[src/rtl/updown_counter_param.sv]
`default_nettype none
// ============================================================================
//  Module      : updown_counter_param
//  Description : Parametrised up/down event counter with programmable
//                lower/upper limits, step size, wrap or saturate mode, a
//                registered one-cycle terminal-count pulse and a sticky
//                overflow/underflow flag.
//
//  Parameters  : WIDTH     - counter and limit width in bits (>= 2)
//                STEP_W    - width of the step input (<= WIDTH)
//                RESET_VAL - count value after reset
//
//  Ports       : clk       - clock, rising edge active
//                rst       - synchronous active-high reset
//                load      - load d_in into count (beats enable)
//                enable    - count enable
//                up_down   - 1 = count up, 0 = count down
//                sat_mode  - 1 = saturate at limit, 0 = wrap to other limit
//                d_in      - load value
//                step      - step amount, zero-extended
//                lo_lim    - lower limit (unsigned)
//                hi_lim    - upper limit (unsigned)
//                clr_ovf   - clears the sticky overflow flag
//                count     - registered count
//                tc        - registered terminal-count pulse
//                ovf       - sticky overflow/underflow flag
//                match_val - compare value   (UPDOWN_COUNTER_MATCH_EN only)
//                match     - registered match (UPDOWN_COUNTER_MATCH_EN only)
//
//  Options     : define UPDOWN_COUNTER_MATCH_EN to add the match compare.
//
//  Revision    : 1.0 - initial release
// ============================================================================
module updown_counter_param #(
    parameter int               WIDTH     = 8,
    parameter int               STEP_W    = 4,
    parameter logic [WIDTH-1:0] RESET_VAL = '0
) (
    input  logic              clk,
    input  logic              rst,
    input  logic              load,
    input  logic              enable,
    input  logic              up_down,
    input  logic              sat_mode,
    input  logic [WIDTH-1:0]  d_in,
    input  logic [STEP_W-1:0] step,
    input  logic [WIDTH-1:0]  lo_lim,
    input  logic [WIDTH-1:0]  hi_lim,
    input  logic              clr_ovf,
`ifdef UPDOWN_COUNTER_MATCH_EN
    input  logic [WIDTH-1:0]  match_val,
    output logic              match,
`endif
    output logic [WIDTH-1:0]  count,
    output logic              tc,
    output logic              ovf
);

    logic [WIDTH-1:0]        r_count;
    logic                    r_tc;
    logic                    r_ovf;

    logic [WIDTH:0]          w_step_ext;
    logic [WIDTH:0]          w_sum;
    logic signed [WIDTH:0]   w_diff;
    logic signed [WIDTH:0]   w_lo_s;
    logic [WIDTH:0]          w_hi_ext;
    logic                    w_illegal;
    logic [WIDTH-1:0]        w_count_next;
    logic                    w_tc_next;
    logic                    w_ovf_set;

    // One extra bit on both results so a step past either end of the
    // number range is seen as a cross instead of silently wrapping.
    assign w_step_ext = {{(WIDTH + 1 - STEP_W){1'b0}}, step};
    assign w_sum      = {1'b0, r_count} + w_step_ext;
    assign w_diff     = $signed({1'b0, r_count}) - $signed(w_step_ext);
    assign w_lo_s     = $signed({1'b0, lo_lim});
    assign w_hi_ext   = {1'b0, hi_lim};
    assign w_illegal  = (lo_lim > hi_lim);

    always_comb begin
        w_count_next = r_count;
        w_tc_next    = 1'b0;
        w_ovf_set    = 1'b0;
        if (load) begin
            w_count_next = d_in;
        end else if (enable && !w_illegal && (step != '0)) begin
            if (up_down) begin
                if (w_sum < w_hi_ext) begin
                    w_count_next = w_sum[WIDTH-1:0];
                end else if (w_sum == w_hi_ext) begin
                    w_count_next = hi_lim;
                    w_tc_next    = 1'b1;
                end else begin
                    w_count_next = sat_mode ? hi_lim : lo_lim;
                    w_tc_next    = 1'b1;
                    w_ovf_set    = 1'b1;
                end
            end else begin
                if (w_diff > w_lo_s) begin
                    w_count_next = w_diff[WIDTH-1:0];
                end else if (w_diff == w_lo_s) begin
                    w_count_next = lo_lim;
                    w_tc_next    = 1'b1;
                end else begin
                    w_count_next = sat_mode ? lo_lim : hi_lim;
                    w_tc_next    = 1'b1;
                    w_ovf_set    = 1'b1;
                end
            end
        end
    end

    always_ff @(posedge clk) begin
        if (rst) begin
            r_count <= RESET_VAL;
            r_tc    <= 1'b0;
            r_ovf   <= 1'b0;
        end else begin
            r_count <= w_count_next;
            r_tc    <= w_tc_next;
            // A new cross in the same cycle as a clear must survive.
            r_ovf   <= w_ovf_set | (r_ovf & ~clr_ovf);
        end
    end

    assign count = r_count;
    assign tc    = r_tc;
    assign ovf   = r_ovf;

`ifdef UPDOWN_COUNTER_MATCH_EN
    logic r_match;

    // Compares the value being written so match lines up with count.
    always_ff @(posedge clk) begin
        if (rst) begin
            r_match <= 1'b0;
        end else begin
            r_match <= (load | enable) && (w_count_next == match_val);
        end
    end

    assign match = r_match;
`endif

endmodule
`default_nettype wire
[config.mk]
export PLATFORM = sky130hd
export DESIGN_NAME = updown_counter_param
export DESIGN_NICKNAME = d
export VERILOG_FILES = /design/src/rtl/updown_counter_param.sv
export SDC_FILE = /design/constraint.sdc
export NUM_CORES = 1
export LEC_CHECK = 0
export ABC_AREA = 1
export BUFFER_PORTS_ARGS = -buffer_cell sky130_fd_sc_hd__clkbuf_2
export CAP_MARGIN = 20
export CORE_MARGIN = 2
export CORE_UTILIZATION = 51
export DETAILED_ROUTE_END_ITERATION = 12
export PLACE_DENSITY_LB_ADDON = 0.3
export SETUP_SLACK_MARGIN = 0.1
export SLEW_MARGIN = 20
export SYNTH_ARGS = -nofsm -noshare
export SYNTH_HDL_FRONTEND = slang
export SYNTH_SLANG_ARGS = --single-unit
[constraint.sdc]
create_clock -name clk -period 2.6 [get_ports clk]
set_input_delay 0.26 -clock clk [delete_from_list [all_inputs] [get_ports clk]]
set_output_delay 0.26 -clock clk [all_outputs]
set_load 0.01 [all_outputs]
==> out/metrics.cfg, run 1 <==
[timing]
worst_pin_slew_ns=0.406
finalHoldViolations=0
slew_headroom_pct=72.9
skew_ns=0.00943
slew_viol_final=0
fin_ws_ns=-0.420
max_freq_ghz=0.331
rsz0062_at_grt=yes
setup_viol=10
period_needed_ns=3.02
fin_crit_sh_pct=116

[clock_network]
clock-sinks=10
path_clk_slew_ns=0.06
ctsHoldBuffers=0
cts_tree=done
cts_buffer_depth=2
clk_latency_ns=0.25
htreeDepth=1
clockRootBuffer=clkbuf_8
cts_buffers=3

[outcome]
violations=setup timing
status=complete, but fails checks

[finish]
final_common_cell=nand2_1
n_fill_cell=306
diodes=0
area_delta_synth_final_pct=43.9
drive_gt1_share_pct=38.5
final_cell_mix=nand2_1, inv_1, clkbuf_2, buf_4, nand3_1
multiInputGateArea_sq_um=2080
regArea_sq_um=210
final_nets=543
layoutNonFillerInstCount=525

[worst_setup_path]
start_kind=flip-flop
path_cells=ha_4 > nand3_1 > nand2_1 > nand2_1 > nand2_1 > xor2_2 > inv_1 > ha_1 > nand4_1 > nor3_4 > nand2_4 > buf_6 > nand3_4 > inv_2 > nand3_1 > nand4_1 > nor2_1 > nor2_1
crit_type=reg -> reg
worst-path-max-fanout=8
crit_path_top_delay_cell=dfxtp_2
critPathRequiredTime_ns=2.74
max_stage_delay_ns=0.34
endpoint_kind=flip-flop
cpMostUsedCell=nand2_1
worstPathArrival_ns=3.16

[power_and_ir_drop]
powerDensity_nw_per_um2=477
finalPower_mw=1.57
leakage_nw=1.84
peakVddDrop_mv=0.418

[die]
pin_count=45
die_width_microns=71.0
die_h_microns=71.0
coreArea_sq_um=4350
fp-row-count=24
dieArea_sq_um=5040
start_util_pct=52.6

[job]
drv_cap=0

[place]
post-place-ws_ns=-0.510
place_inst=517
detailed_place_hpwl_microns=5800
io_buffer_count=44
gp_congestion=1.00

[route]
vias=2999
viasPerCell=5.71
totalWireLength_microns=8260
drt-pass1-iter-count=5
drtAntennaViolNets=0
drc=0
wire_per_inst_microns=15.7
drtIter0Drc=217

[logic_synthesis]
ys_seq_elements=10
yosysWarnings=0
ys_seq_area_share_pct=8.74
yosysUniqueCellTypes=35
synthCells=385
synth_area_sq_um=2290
avgSynthCellArea_sq_um=5.95
synth_nets=454

[global_route]
first_global_vias=2825
grt_use_total_pct=32.4
grt_start_max_net_pins=19
grt_pass1_wl_microns=13100
antenna_found_initial=0
grt_remaining_overflow=0

[worst_hold_path]
min_path_type=in -> reg

## through the flow
stage               cell area (sq um)  hold slack [ns]  utilization (%)  setup TNS [ns]
floorplan                        2360            0.322                -          -0.547
global placement                 2900            0.490             66.6           -3.81
detailed placement               2900            0.490             66.6           -4.46
CTS                              3170            0.257             72.8           -2.25
global route                     3300            0.274             75.7           -5.06
finish                           3300            0.260             75.7           -3.69
## routing by layer
layer  GRT usage [%]  up-vias  wire length, microns
li1                -     1420                     -
met4            8.60        0                   204
met3            4.42       35                   701
met1            42.2     1373                  3330
met2            56.0      171                  4030
met5               0        -                     0
## cell type report
class	count	area share [%]
multi-input combinational	290	63.0
timing repair buffer	94	18.8
inverter	75	8.54
sequential	10	6.38
tap	52	1.97
clock buffer	4	1.37
## Yosys cell counts, drive strengths merged
| cell | n | area (sq um) |
|---|---|---|
| a21boi | 1 | 7.51 |
| a21o | 1 | 7.51 |
| a21oi | 20 | 115 |
| buf | 9 | 90.1 |
| clkbuf | 2 | 7.51 |
| clkinv | 2 | 7.51 |
| dfxtp | 10 | 200 |
| fa | 2 | 40.0 |
| ha | 32 | 400 |
| inv | 73 | 274 |
| nand2 | 118 | 463 |
| nand3 | 35 | 200 |
| nand3b | 2 | 15.0 |
| nand4 | 18 | 113 |
| nor2 | 23 | 93.8 |
| nor3 | 6 | 35.0 |
| o211ai | 4 | 30.0 |
| o21ai | 16 | 95.1 |
| o221ai | 2 | 17.5 |
| o31ai | 1 | 7.51 |
| xnor2 | 1 | 8.76 |
| xor2 | 7 | 61.3 |
## cells by family after synthesis
group / after synthesis / synth area share (%)
buffers and inverters: 86 / 16.6
AOI/OAI and AO/OA: 45 / 12.2
xor gates and xnor gates: 8 / 3.06
adders and majority gates: 34 / 19.2
DFF: 10 / 8.74
and+or+nand+nor: 202 / 40.2
## flip-flops by register name, indices dropped and copies added (netlist names)
| signal | count |
|---|---|
| count | 8 |
| ovf | 1 |
| tc | 1 |
## report_power, final
group / switching [mW] / internal [mW] / total (mW)
clock network: 0.0690 / 0.108 / 0.177
logic: 0.684 / 0.515 / 1.20
registers: 0.0232 / 0.171 / 0.195
total: 0.776 / 0.795 / 1.57
## worst max-delay path, delay by kind of cell, from the launching register on
| kind | cells | cell delay (ns) |
|---|---|---|
| AND/OR/NAND/NOR | 12 | 1.50 |
| adder cells (fa/ha/maj) | 2 | 0.61 |
| XOR/XNOR | 1 | 0.19 |
| flip-flops | 1 | 0.34 |
| buffers and inverters | 3 | 0.27 |
## final timing paths
path / from / end / slack, ns / cells after the start
worst max-delay path: count[2] / count[0] / -0.42 / 18
worst min-delay path: rst / count[3] / 0.26 / 2
worst max register to register: count[2] / count[0] / -0.42 / 18
worst min register to register: ovf / ovf / 0.50 / 2
## what timing repair did
item	in CTS	in global routing
setup buffers	2	1
pin swaps	10	13
gates resized for setup	38	25
gates cloned	1	0
endpoints found under the setup margin	10	10
Power figures use the tool's default switching activity.
==> inputs of run 2 (changes only) <==
- REMOVE_ABC_BUFFERS: default -> 1
- TNS_END_PERCENT: default -> 30
==> out/metrics.cfg, run 2 (synthesis results as in run 1) <==
[die]
die_h_microns=71.0
dieArea_sq_um=5040
die_width_microns=71.0
start_util_pct=52.6
pin_count=45
fp-row-count=24
coreArea_sq_um=4350

[place]
detailed_place_hpwl_microns=5640
io_buffer_count=44
gp_congestion=1.02
post-place-ws_ns=-0.602
place_area_sq_um=2850
place_inst=518

[timing]
slew_headroom_pct=75.7
period_needed_ns=2.97
hold_slack_ns=0.301
setup_tns_ns=-3.02
fin_crit_sh_pct=114
setup_viol=10
finalHoldViolations=0
max_freq_ghz=0.336
fin_ws_ns=-0.374
worst_pin_slew_ns=0.361
skew_ns=0.00738
rsz0062_at_grt=yes
slew_viol_final=0

[clock_network]
cts_buffers=3
ctsHoldBuffers=0
htreeDepth=1
path_clk_slew_ns=0.05
clock-sinks=10
cts_tree=done
cts_buffer_depth=2
clockRootBuffer=clkbuf_8
clk_latency_ns=0.24

[global_route]
grt_remaining_overflow=0
grt_use_total_pct=29.9
antenna_found_initial=0
grt_pass1_wl_microns=12100
grt_start_max_net_pins=19
first_global_vias=2654

[worst_setup_path]
endpoint_kind=flip-flop
worst-path-max-fanout=6
crit_type=reg -> reg
critPathRequiredTime_ns=2.77
start_kind=flip-flop
worstPathArrival_ns=3.14

[finish]
drive_gt1_share_pct=37.5
n_fill_cell=343
stdcell_area_sq_um=3290
layoutNonFillerInstCount=529
area_delta_synth_final_pct=43.6
final_nets=548
final_cell_mix=nand2_1, inv_1, buf_4, clkbuf_2, nand3_1
largest_reg_flops=8
diodes=0
final_common_cell=nand2_1
utilization_pct=75.5

[route]
vias=2887
drc=0
wire_per_inst_microns=14.4
totalWireLength_microns=7610
drtIter0Drc=254
drt-pass1-iter-count=5
viasPerCell=5.46
drtAntennaViolNets=0

[worst_hold_path]
min_path_type=in -> reg

[power_and_ir_drop]
powerDensity_nw_per_um2=463
finalPower_mw=1.52
peakVddDrop_mv=0.333
leakage_nw=1.85

[outcome]
status=complete, but fails checks
violations=setup timing

[job]
drv_cap=0

==> run 2: cell types whose count changed in the layout (fill, tap and decap cells not counted), moves of 2 or more <==
cell | before | now
buf_4 | 44 | 51
buf_6 | 6 | 3
dfxtp_4 | 2 | 0
nand2_1 | 92 | 101
nand2_2 | 20 | 11
nand3_2 | 3 | 6
nand3_4 | 4 | 2
o21ai_1 | 3 | 1
o21ai_2 | 3 | 5
xor2_2 | 2 | 4
==> run 2: final timing paths <==
path                  from       end  slack (ns)  cells after the start
setup / recovery  count[2]  count[2]       -0.37                     22
hold / removal         rst  count[2]        0.30                      2
setup reg to reg  count[2]  count[2]       -0.37                     22
hold reg to reg        ovf       ovf        0.51                      2
==> run 2: area by class of cell <==
class	count	area, sq um	area share, %
timing repair buffer	99	657	20.0
sequential	10	204	6.20
multi-input combinational	290	2040	61.9
clock buffer	3	41.3	1.26
tap	52	65.1	1.98
inverter	75	284	8.64
==> run 2: routing by layer <==
layer,vias to the layer above,GRT usage [%],part of all wire (%)
met3,28,3.13,6.3
li1,1427,-,-
met2,130,50.7,48
met5,-,0,0
met4,0,8.81,3.0
met1,1302,40.1,42
==> run 2: power breakdown <==
part / leakage (nW) / internal (mW) / switching, mW / total [mW]
logic: 1.75 / 0.522 / 0.643 / 1.17
clock network: 0.0216 / 0.102 / 0.0649 / 0.167
registers: 0.0835 / 0.171 / 0.0200 / 0.191
==> run 2: worst max-delay path, stage by stage (launching register included) <==
cell,delay (ns)
dfxtp_2,0.33
ha_4,0.30
buf_6,0.10
inv_2,0.03
nand2_1,0.08
nand3_2,0.12
nand2_2,0.09
nand3_1,0.08
nand2_2,0.10
inv_1,0.07
ha_4,0.27
nand4_1,0.13
nor3_4,0.33
nand2_4,0.13
o21ai_2,0.17
inv_1,0.05
nand2_1,0.05
nand3_1,0.08
nand2_1,0.08
inv_1,0.04
nand2_1,0.07
nand2_1,0.06
a21oi_1,0.13
==> run 2: what timing repair did <==
action	4_1_cts	5_1_grt
gates cloned	1	0
resized for setup	42	28
setup endpoints to repair	10	10
pin swaps	14	21
setup buffers	3	4
==> inputs of run 3 (changes only) <==
- CORE_ASPECT_RATIO: default -> 1.5
==> out/metrics.cfg, run 3 (synthesis results as in run 1) <==
[power_and_ir_drop]
comb_power_share_pct=77.0
p_clk_share_pct=10.6
internal_power_uw=809
p_seq_share_pct=12.4
leakage_nw=1.88
powerDensity_nw_per_um2=474
finalPower_mw=1.57
p_switching_uw=763
switching_share_pct=48.5
peakVddDrop_mv=0.327

[place]
io_buffer_count=44
gp_congestion=1.02
place_area_sq_um=2850
detailed_place_hpwl_microns=5960
post-place-ws_ns=-0.534

[finish]
stdcell_area_sq_um=3320
final_nets=553
largest_reg_flops=8
area_delta_synth_final_pct=44.8
final_cell_mix=nand2_1, inv_1, buf_4, clkbuf_2, nand3_1
drive_gt1_share_pct=38.8
n_fill_cell=313
diodes=0
utilization_pct=77.4
final_common_cell=nand2_1

[clock_network]
clockRootBuffer=clkbuf_8
clock-sinks=10
ctsHoldBuffers=0
cts_tree=done
cts_buffers=3
clk_latency_ns=0.24
path_clk_slew_ns=0.05
cts_buffer_depth=2
htreeDepth=1

[route]
viasPerCell=5.82
drt-pass1-iter-count=9
drtAntennaViolNets=0
drtIter0Drc=207
drc=2
wire_per_inst_microns=16.1
totalWireLength_microns=8500
vias=3072

[timing]
setup_viol=10
max_freq_ghz=0.322
fin_ws_ns=-0.503
skew_ns=0.00409
period_needed_ns=3.10
fin_crit_sh_pct=119
worst_pin_slew_ns=0.418
slew_headroom_pct=71.8
hold_slack_ns=0.305
slew_viol_final=0
rsz0062_at_grt=yes
finalHoldViolations=0

[global_route]
grt_start_max_net_pins=19
antenna_found_initial=0
first_global_vias=2888
grt_pass1_wl_microns=13000
grt_remaining_overflow=0
grt_use_total_pct=33.3

[die]
die_h_microns=86.1
dieArea_sq_um=5050
die_width_microns=58.7
coreArea_sq_um=4280
pin_count=45
fp-row-count=29
start_util_pct=53.5

[worst_setup_path]
worstPathArrival_ns=3.28
crit_type=reg -> reg
start_kind=flip-flop
critPathRequiredTime_ns=2.77
worst-path-max-fanout=5
endpoint_kind=flip-flop

[job]
drv_cap=0

[outcome]
status=complete, but fails checks
violations=DRC, setup timing

[worst_hold_path]
min_path_type=in -> reg

## run 3: changes by cell type in the layout (fill, tap and decap cells not counted), sizes merged
cell / delta
buf: +5
## run 3: worst paths after layout
check | cells past startpoint | startpoint | slack (ns) | to
worst min-delay path | 3 | clr_ovf | 0.30 | ovf
worst max-delay path | 25 | count[0] | -0.50 | count[2]
worst min register to register | 2 | ovf | 0.51 | ovf
worst max register to register | 25 | count[0] | -0.50 | count[2]
## run 3: layout make-up
type | count | area (sq um) | share of cell area, %
Clock buffer | 3 | 41.3 | 1.25
Inverter | 75 | 282 | 8.49
Multi-Input combinational cell | 290 | 2050 | 61.8
Sequential cell | 10 | 208 | 6.26
Tap cell | 46 | 57.6 | 1.74
Timing Repair Buffer | 104 | 678 | 20.5
## run 3: metrics by stage
stage	setup TNS (ns)	std cells
final	-4.01	528
after global routing	-5.46	528
after CTS	-2.88	524
after detailed placement	-4.73	514
after global placement	-4.56	514
after floorplan	-2.57	374
## run 3: power by group through the flow
stage / Combinational (mW) / Clock, mW / Sequential, mW
3_3_place_gp: 0.927 / 0 / 0.192
3_5_place_dp: 0.949 / 0 / 0.192
6_report: 1.21 / 0.167 / 0.195
5_1_grt: 1.32 / 0.174 / 0.196
4_1_cts: 1.06 / 0.165 / 0.193
2_1_floorplan: 0.543 / 0 / 0.201
## run 3: timing repair
| action | 4_1_cts | 5_1_grt |
|---|---|---|
| endpoints found under the setup margin | 10 | 10 |
| cloned | 1 | 0 |
| pin swaps | 17 | 20 |
| buffers inserted | 6 | 4 |
| resized for setup | 38 | 36 |
## run 3: metal layers
layer	vias up	routed length [microns]	part of all wire [%]	GRT usage [%]
li1	1431	-	-	-
met5	-	0	0	0
met4	0	515	6.1	19.4
met3	54	431	5.1	4.07
met2	166	4580	54	62.0
met1	1421	2980	35	34.4
## run 3: critical path, cell delays in order, from the launching register on
cell,delay (ns)
dfxtp_4,0.36
ha_4,0.17
fa_2,0.40
nand3_2,0.09
nand2_2,0.06
nand2_2,0.08
buf_4,0.11
nand2_1,0.08
inv_1,0.08
ha_1,0.23
nand2_1,0.12
nor2_1,0.06
nand2_1,0.06
nand3_1,0.07
nand2_1,0.07
nand2_1,0.05
nand2_1,0.09
nand3_2,0.13
buf_4,0.19
nand2_1,0.08
nand3_2,0.07
nand2_1,0.08
inv_1,0.06
nand2_2,0.07
nand2_2,0.05
a21oi_2,0.11
